$ cat src/rtl/btn_pkg.sv
// btn_pkg: channel state encoding, default sizes and button index constants
package btn_pkg;
   typedef enum logic [1:0] {STABLE_LOW, RISE_WAIT, STABLE_HIGH, FALL_WAIT} ch_state_t;
   localparam int N_BTN_DEF = 5;
   localparam int DEBOUNCE_CYCLES_DEF = 16;
   localparam int BTN_C = 0;
   localparam int BTN_R = 1;
   localparam int BTN_L = 2;
   localparam int BTN_D = 3;
   localparam int BTN_U = 4;
endpackage

$ cat src/rtl/btn_debounce_ch.sv
// btn_debounce_ch: one button (clk, reset_n, raw -> level, press, rls) with 2-flop sync, debounce FSM and edge pulses
module btn_debounce_ch
   import btn_pkg::*;
#(
   parameter int DEBOUNCE_CYCLES = DEBOUNCE_CYCLES_DEF,
   parameter int CNT_W = $clog2(DEBOUNCE_CYCLES + 1)
) (
   input  logic clk,
   input  logic reset_n,
   input  logic raw,
   output logic level,
   output logic press,
   output logic rls
);
   ch_state_t state;
   logic [1:0] sync;
   logic [CNT_W-1:0] cnt;
   logic s, hi, done;
   assign s = sync[1];
   assign hi = state == STABLE_HIGH || state == FALL_WAIT;
   assign done = cnt == CNT_W'(DEBOUNCE_CYCLES - 1);
   always_ff @(posedge clk or negedge reset_n)
      if (!reset_n) begin
         sync <= '0;
         cnt <= '0;
         state <= STABLE_LOW;
         level <= 1'b0;
         press <= 1'b0;
         rls <= 1'b0;
      end else begin
         sync <= {sync[0], raw};
         level <= hi;
         press <= hi & ~level;
         rls <= ~hi & level;
         case (state)
            STABLE_LOW:
               if (s) begin
                  state <= RISE_WAIT;
                  cnt <= CNT_W'(1);
               end
            RISE_WAIT:
               if (!s) begin
                  state <= STABLE_LOW;
                  cnt <= '0;
               end else if (done) begin
                  state <= STABLE_HIGH;
                  cnt <= '0;
               end else cnt <= cnt + CNT_W'(1);
            STABLE_HIGH:
               if (!s) begin
                  state <= FALL_WAIT;
                  cnt <= CNT_W'(1);
               end
            default:
               if (s) begin
                  state <= STABLE_HIGH;
                  cnt <= '0;
               end else if (done) begin
                  state <= STABLE_LOW;
                  cnt <= '0;
               end else cnt <= cnt + CNT_W'(1);
         endcase
      end
endmodule

$ cat src/rtl/btn_input_conditioner.sv
// btn_input_conditioner: debounced button levels, press/release pulses, W1C sticky press flags and event_any; PRESS_TIMESTAMP_EN adds press_ts/press_idx
module btn_input_conditioner
   import btn_pkg::*;
#(
   parameter int N_BTN = N_BTN_DEF,
   parameter int DEBOUNCE_CYCLES = DEBOUNCE_CYCLES_DEF,
   parameter int CNT_W = $clog2(DEBOUNCE_CYCLES + 1)
`ifdef PRESS_TIMESTAMP_EN
   , parameter int TS_W = 32
`endif
) (
   input  logic             clk,
   input  logic             reset_n,
   input  logic [N_BTN-1:0] btn_raw,
   input  logic [N_BTN-1:0] event_clear,
   output logic [N_BTN-1:0] btn_level,
   output logic [N_BTN-1:0] btn_press,
   output logic [N_BTN-1:0] btn_release,
   output logic [N_BTN-1:0] event_sticky,
   output logic             event_any
`ifdef PRESS_TIMESTAMP_EN
   , output logic [TS_W-1:0] press_ts
   , output logic [2:0]      press_idx
`endif
);
   for (genvar i = 0; i < N_BTN; i++) begin : g_ch
      btn_debounce_ch #(.DEBOUNCE_CYCLES(DEBOUNCE_CYCLES), .CNT_W(CNT_W)) u_ch (
         .clk(clk),
         .reset_n(reset_n),
         .raw(btn_raw[i]),
         .level(btn_level[i]),
         .press(btn_press[i]),
         .rls(btn_release[i])
      );
   end
   always_ff @(posedge clk or negedge reset_n)
      if (!reset_n) event_sticky <= '0;
      else event_sticky <= (event_sticky & ~event_clear) | btn_press;
   assign event_any = |event_sticky;
`ifdef PRESS_TIMESTAMP_EN
   logic [TS_W-1:0] ts;
   logic [2:0] low_idx;
   always_comb begin
      low_idx = '0;
      for (int i = N_BTN - 1; i >= 0; i--) low_idx = btn_press[i] ? 3'(i) : low_idx;
   end
   always_ff @(posedge clk or negedge reset_n)
      if (!reset_n) begin
         ts <= '0;
         press_ts <= '0;
         press_idx <= '0;
      end else begin
         ts <= ts + TS_W'(1);
         if (|btn_press) begin
            press_ts <= ts;
            press_idx <= low_idx;
         end
      end
`endif
endmodule
$ cat config.mk
export PLATFORM = sky130hd
export DESIGN_NAME = btn_input_conditioner
export DESIGN_NICKNAME = d
export VERILOG_FILES = /design/src/rtl/btn_pkg.sv /design/src/rtl/btn_debounce_ch.sv /design/src/rtl/btn_input_conditioner.sv
export SDC_FILE = /design/constraint.sdc
export NUM_CORES = 1
export LEC_CHECK = 0
export CAP_MARGIN = 20
export CORE_ASPECT_RATIO = 1.25
export CORE_MARGIN = 4
export CORE_UTILIZATION = 55
export CTS_CLUSTER_DIAMETER = 40
export DETAILED_ROUTE_END_ITERATION = 12
export GPL_ROUTABILITY_DRIVEN = 1
export PLACE_DENSITY = 0.78
export REMOVE_ABC_BUFFERS = 1
export SLEW_MARGIN = 20
export SYNTH_ARGS = -nofsm -noshare
export SYNTH_HDL_FRONTEND = slang
export SYNTH_HIERARCHICAL = 1
export SYNTH_SLANG_ARGS = --single-unit
$ cat constraint.sdc
create_clock -name clk -period 3.05 [get_ports clk]
set_input_delay 0.4575 -clock clk [delete_from_list [all_inputs] [get_ports clk]]
set_output_delay 0.4575 -clock clk [all_outputs]
set_load 0.02 [all_outputs]
== Word level (Yosys, flattened, before mapping) ==
Index checks and enable logic that the tools add are counted.
W data, S select, Z words.

* Muxes and demuxes: 65
* Reductions and logical operators: 26
* Equality and inequality tests: 35
* Bitwise gates (word level): 23
* Add/sub/neg operators: 5

{| class="wikitable"
|+ Operator list
! operator !! number
|-
| $mux W5 || 25
|-
| $pmux W5 S3 || 5
|-
| $mux W2 || 30
|-
| $pmux W2 S3 || 5
|-
| $add A5 B1 Y5 const B || 5
|-
| $eq A5 B4 Y1 const B || 5
|-
| $eq A2 B2 Y1 const B || 10
|-
| $reduce_and A4 Y1 || 5
|-
| $reduce_bool A4 Y1 || 5
|-
| $ne A3 B3 Y1 const B || 5
|-
| $and A1 B1 Y1 || 10
|-
| $eq A2 B1 Y1 const B || 5
|-
| $logic_not A2 Y1 || 5
|-
| $ne A2 B1 Y1 const B || 5
|-
| $ne A2 B2 Y1 const B || 5
|-
| $not A1 Y1 || 10
|-
| $reduce_and A2 Y1 || 5
|-
| $and A5 B5 Y5 || 1
|-
| $logic_or A1 B1 Y1 || 5
|-
| $not A5 Y5 || 1
|-
| $or A5 B5 Y5 || 1
|-
| $reduce_or A5 Y1 || 1
|}

* Output and inout bits: 21
* Input bits: 12
* Bits in registers: 65

== Longest topological paths before layout ==
* Word-level depth: 4
* Depth in mapped cells: 6
* Mapped depth without buffers: 6

== By module ==
The synthesis kept the hierarchy.

{| class="wikitable"
|+ Modules (own cells, without submodules)
! module !! sequential area each (µm²) !! area each (µm²) !! instances !! cells each
|-
| btn_debounce_ch (g_ch[0].u_ch ...) || 300.3 || 624.3 || 4 || 60
|-
| btn_debounce_ch (g_ch[2].u_ch) || 300.3 || 613.1 || 1 || 56
|-
| btn_input_conditioner || 125.1 || 195.2 || 1 || 18
|}

== Least setup slack after synthesis ==
No wires, ideal clock.

* Path type: register -> register
* Start: reg g_ch[0].u_ch.state[0]
* End: reg g_ch[0].u_ch.cnt[3]
* Cell stages (with the launch flop): 6
* Arrival: 1603 ps
* Required time: 2974 ps
* Library setup time: 76 ps
* Slack: 1370 ps
* Path buffers: 0
* Period minus slack after synthesis: 1680 ps
* Path through: dfrtp_1 -> inv_1 -> ha_1 -> mux2_4 -> or4_1 -> o21ai_1

* Longest elaborated chain between the ends: 3
* Elaborated cells on any way between the ends: 7
* Classes of those cells: eq/ne: 4; mux: 1; reduce/logical: 2

{| class="wikitable"
|+ RTL lines
! item !! RTL line !! source
|-
| start: declaration || btn_debounce_ch.sv:15 || <nowiki>ch_state_t state;</nowiki>
|-
| start signal: assignment || btn_debounce_ch.sv:26 || <nowiki>state <= STABLE_LOW;</nowiki>
|-
| start signal: assignment || btn_debounce_ch.sv:38 || <nowiki>state <= RISE_WAIT;</nowiki>
|-
| start signal: assignment || btn_debounce_ch.sv:43 || <nowiki>state <= STABLE_LOW;</nowiki>
|-
| $eq A2 B2 Y1 / $logic_not A2 Y1 (equally long branches) || btn_debounce_ch.sv:35 || <nowiki>case (state)</nowiki>
|-
| $ne A2 B2 Y1 (no line) / $ne A2 B1 Y1 (equally long branches) || -- ||
|-
| $reduce_and A2 Y1 (no line) || -- ||
|-
| end signal: assignment || btn_debounce_ch.sv:48 || <nowiki>end else cnt <= cnt + CNT_W'(1);</nowiki>
|-
| end signal: assignment || btn_debounce_ch.sv:61 || <nowiki>end else cnt <= cnt + CNT_W'(1);</nowiki>
|-
| end: declaration || btn_debounce_ch.sv:17 || <nowiki>logic [CNT_W-1:0] cnt;</nowiki>
|}

Parallel ways exist; a longest one is shown, timed or not.
A chain may end at the register's enable or synchronous reset.

== Worst setup path in the final report ==
* Start: reg event_sticky[2]
* End: out event_any

* Longest elaborated chain between the ends: 1

{| class="wikitable"
|+ RTL lines
! item !! RTL line !! source
|-
| start: declaration || btn_input_conditioner.sv:19 || <nowiki>output logic [N_BTN-1:0] event_sticky,</nowiki>
|-
| start signal: assignment || btn_input_conditioner.sv:38 || <nowiki>else event_sticky <= (event_sticky & ~event_clear) | btn_press;</nowiki>
|-
| $reduce_or A5 Y1 || btn_input_conditioner.sv:39 || <nowiki>assign event_any = |event_sticky;</nowiki>
|-
| end: declaration || btn_input_conditioner.sv:20 || <nowiki>output logic event_any</nowiki>
|}

Every way passes these cells.

==> run metrics <==
status complete, no violations; worst-margin pin slew 680 ps; clock buffer depth 2; Hold Path Class in -> async; post-DR wirelength/cell 13.4 µm; worst setup path start event_sticky[2]$_DFF_PN0_; Unique masters post-synth 35; Post-route DRC 0; fin crit share 64.5%; Clock Pin Slew Worst Setup and Hold Paths 70 ps; Max-slew headroom 54.6%; initial antenna violation count 0; setup violators final 0; Total Routing Usage GR 17.1%; Site Rows 31; register area around 1600 µm²; cell leakage power 0.00184 µW; final worst setup slack 1080 ps; Switching Share 37.9%; # clock sinks 65; CTS tree done; leading area contributor after synthesis dfrtp_1; Pwr per Cell Area 1010 nW/µm²; critical path type reg -> out; 1st-pass router iterations 4; Post-synth top flop dfrtp_1; pre-CTS setup slack between 1000 and 1500 ps; layout cells sized above 1 7.80%; Fillers 454; Power, Total between 3000 and 4000 µW; pin count of the biggest net entering global routing 36; clock network fraction of design power 19.1%; CTS Root Cell clkbuf_8; Antenna Nets Post-Route 0; Post-Syn Area 3310 µm²; CP Data Arrival Time 1510 ps; reg-to-reg startpoint g_ch[4].u_ch/state[0]$_DFFE_PN0P_; sequential fraction of the synthesis area 49.2%; Finished Core Util 66.8%; core area 5820 µm²; Die Wd 77.3 µm; post-synth top area share 49.2%; IO Count 33; synthesized area per cell roughly 11 µm²; Yosys reg bits between 60 and 70; share of power burned in registers 34.9%; Clock Skew 6.00 ps; first-pass GRT wire length around 10,000 µm; cells after synthesis between 300 and 400; Detailed Place HPWL roughly 4200 µm; Layout area overhead 17.6%; CP startpoint kind register; top cells by area, synth dfrtp_1, ha_1, inv_1; multi-input logic area 1540 µm²; worst skew pair latency 320 ps; Max VDD drop 0.000661 V; RD Place Congestion 0.795; H-tree depth 3; vias per cell 5.56; Num CTS Buffers 9; Max Cap Viol 0; initial core utilization around 57%; end of the critical path event_any; hold_buf cts 0; crit end category output pin; via count 2,363; Slew Viols, Final 0; Setup Buffers After CTS 0; final WL around 5700 µm; highest clock rate 509 MHz; worst reg2reg endpoint g_ch[4].u_ch/cnt[3]$_DFFE_PN0P_; ys async rst share 100%; Post-synth EDFFs 0; reg2reg path depth 5; Die Y 94.7 µm; Logic pwr share 46.0%; warnings from Yosys 6; WP data required between 2000 and 3000 ps; CP max FO 3; fin crit period 1970 ps; Resized cells post-CTS 0; unrepaired setup endpoints after global routing no; R2R setup slack 1200 ps; Final nets approximately 390; PortBufs 32; Switch Pwr 1480 µW; drt first-iter violations 121; vias in the first global route 2,353; Int Pwr roughly 2400 µW; final hold viol count 0; DIE AREA 7320 µm²; final setup TNS 0 ps; grt total ovfl 0; ANT cells 0
## Yosys cell counts, drive strengths merged (4+ instances only)
library cell	number
a21o	7
a31oi	13
or4	5
mux2i	5
and2	9
o221ai	4
nand2	19
inv	26
nand3b	4
a21oi	14
dfrtp	65
o21a	5
or2b	6
mux2	6
or3b	4
buf	4
ha	25
nor2b	5
nand4b	6
or2	5
nand2b	8
nor2	20
o21ai	22
a22o	4
nand3	12
o32ai	5
## area by class of cell
class	count	area share, %
multi-input cells	219	39.5
well taps	66	2.12
clock inverters	2	0.901
clock buffers	14	4.44
inverters	26	2.51
repair buffers	33	8.63
flip-flops and latches	65	41.9
## placed cells by master (no fill, tap or decap), types with 5 or more instances in the layout
master / n
or2_2: 5
a21o_1: 6
mux2_4: 5
o21ai_1: 8
nand4b_1: 6
nand2_1: 19
or2b_1: 6
nand3_1: 12
mux2i_1: 5
o21a_1: 5
nand2b_1: 8
and2_1: 9
o21ai_0: 14
inv_1: 26
o32ai_1: 5
a31oi_1: 13
nor2b_1: 5
dfrtp_1: 65
or4_1: 5
ha_1: 25
nor2_1: 20
a21oi_1: 14
clkbuf_8: 12
clkdlybuf4s50_1: 31
## worst min path at each step
stage / start / end / slack [ps] / depth (start not counted)
after detailed placement: g_ch[4].u_ch/sync[0]$_DFF_PN0_ / g_ch[4].u_ch/sync[1]$_DFF_PN0_ / 340 / 0
after CTS: reset_n / g_ch[2].u_ch/cnt[1]$_DFFE_PN0P_ / 180 / 1
after global placement: g_ch[2].u_ch/sync[0]$_DFF_PN0_ / g_ch[2].u_ch/sync[1]$_DFF_PN0_ / 330 / 0
final: reset_n / g_ch[2].u_ch/rls$_DFF_PN0_ / 160 / 1
after global routing: reset_n / g_ch[2].u_ch/cnt[1]$_DFFE_PN0P_ / 210 / 1
after floorplan: reset_n / event_sticky[0]$_DFF_PN0_ / 160 / 0
## per-stage QoR
stage | cell area [µm²] | std cells | hold slack [ps]
CTS | 3890 | 425 | 180
global placement | 3680 | 409 | 333
finish | 3890 | 425 | 164
detailed placement | 3680 | 409 | 336
floorplan | 3260 | 310 | 162
global route | 3890 | 425 | 215
## state kept, by name, summed over array words and instances, names as in the netlist, named ones only
name and cells:
g_ch.u_ch/state 5, g_ch.u_ch/rls 5, g_ch.u_ch/cnt 25, event_sticky 5, g_ch.u_ch/sync 10, g_ch.u_ch/level 5
g_ch.u_ch/press 5
## logic make-up after synthesis
| family | synth area share (%) |
|---|---|
| flip-flops | 49.2 |
| AND/OR/NAND/NOR | 17.8 |
| AO/OA/AOI/OAI | 15.1 |
| multiplexers | 4.13 |
| adder cells (fa/ha/maj) | 9.46 |
| buffers and inverters | 4.31 |
## critical path, cell delays in order (launching register included)
cell and delay (ps):
dfrtp_1 400, nor3_1 180, nand2_1 70, clkdlybuf4s50_1 530
## layer usage
layer  share of wire (%)  GRT usage (%)  up-vias
met4                 1.6           7.27        0
met2                  50           29.1       48
li1                    -              -     1187
met1                  44           21.0     1119
met5                   0              0        -
met3                 4.6           3.91        9
## power groups by stage
stage	clock [µW]	sequential (µW)	combinational [µW]
4_1_cts	765	1370	1820
3_5_place_dp	0	1380	1810
3_3_place_gp	0	1360	1750
2_1_floorplan	0	1480	1140
5_1_grt	803	1410	2030
6_report	749	1370	1800
(Power assumes the default switching activity.)
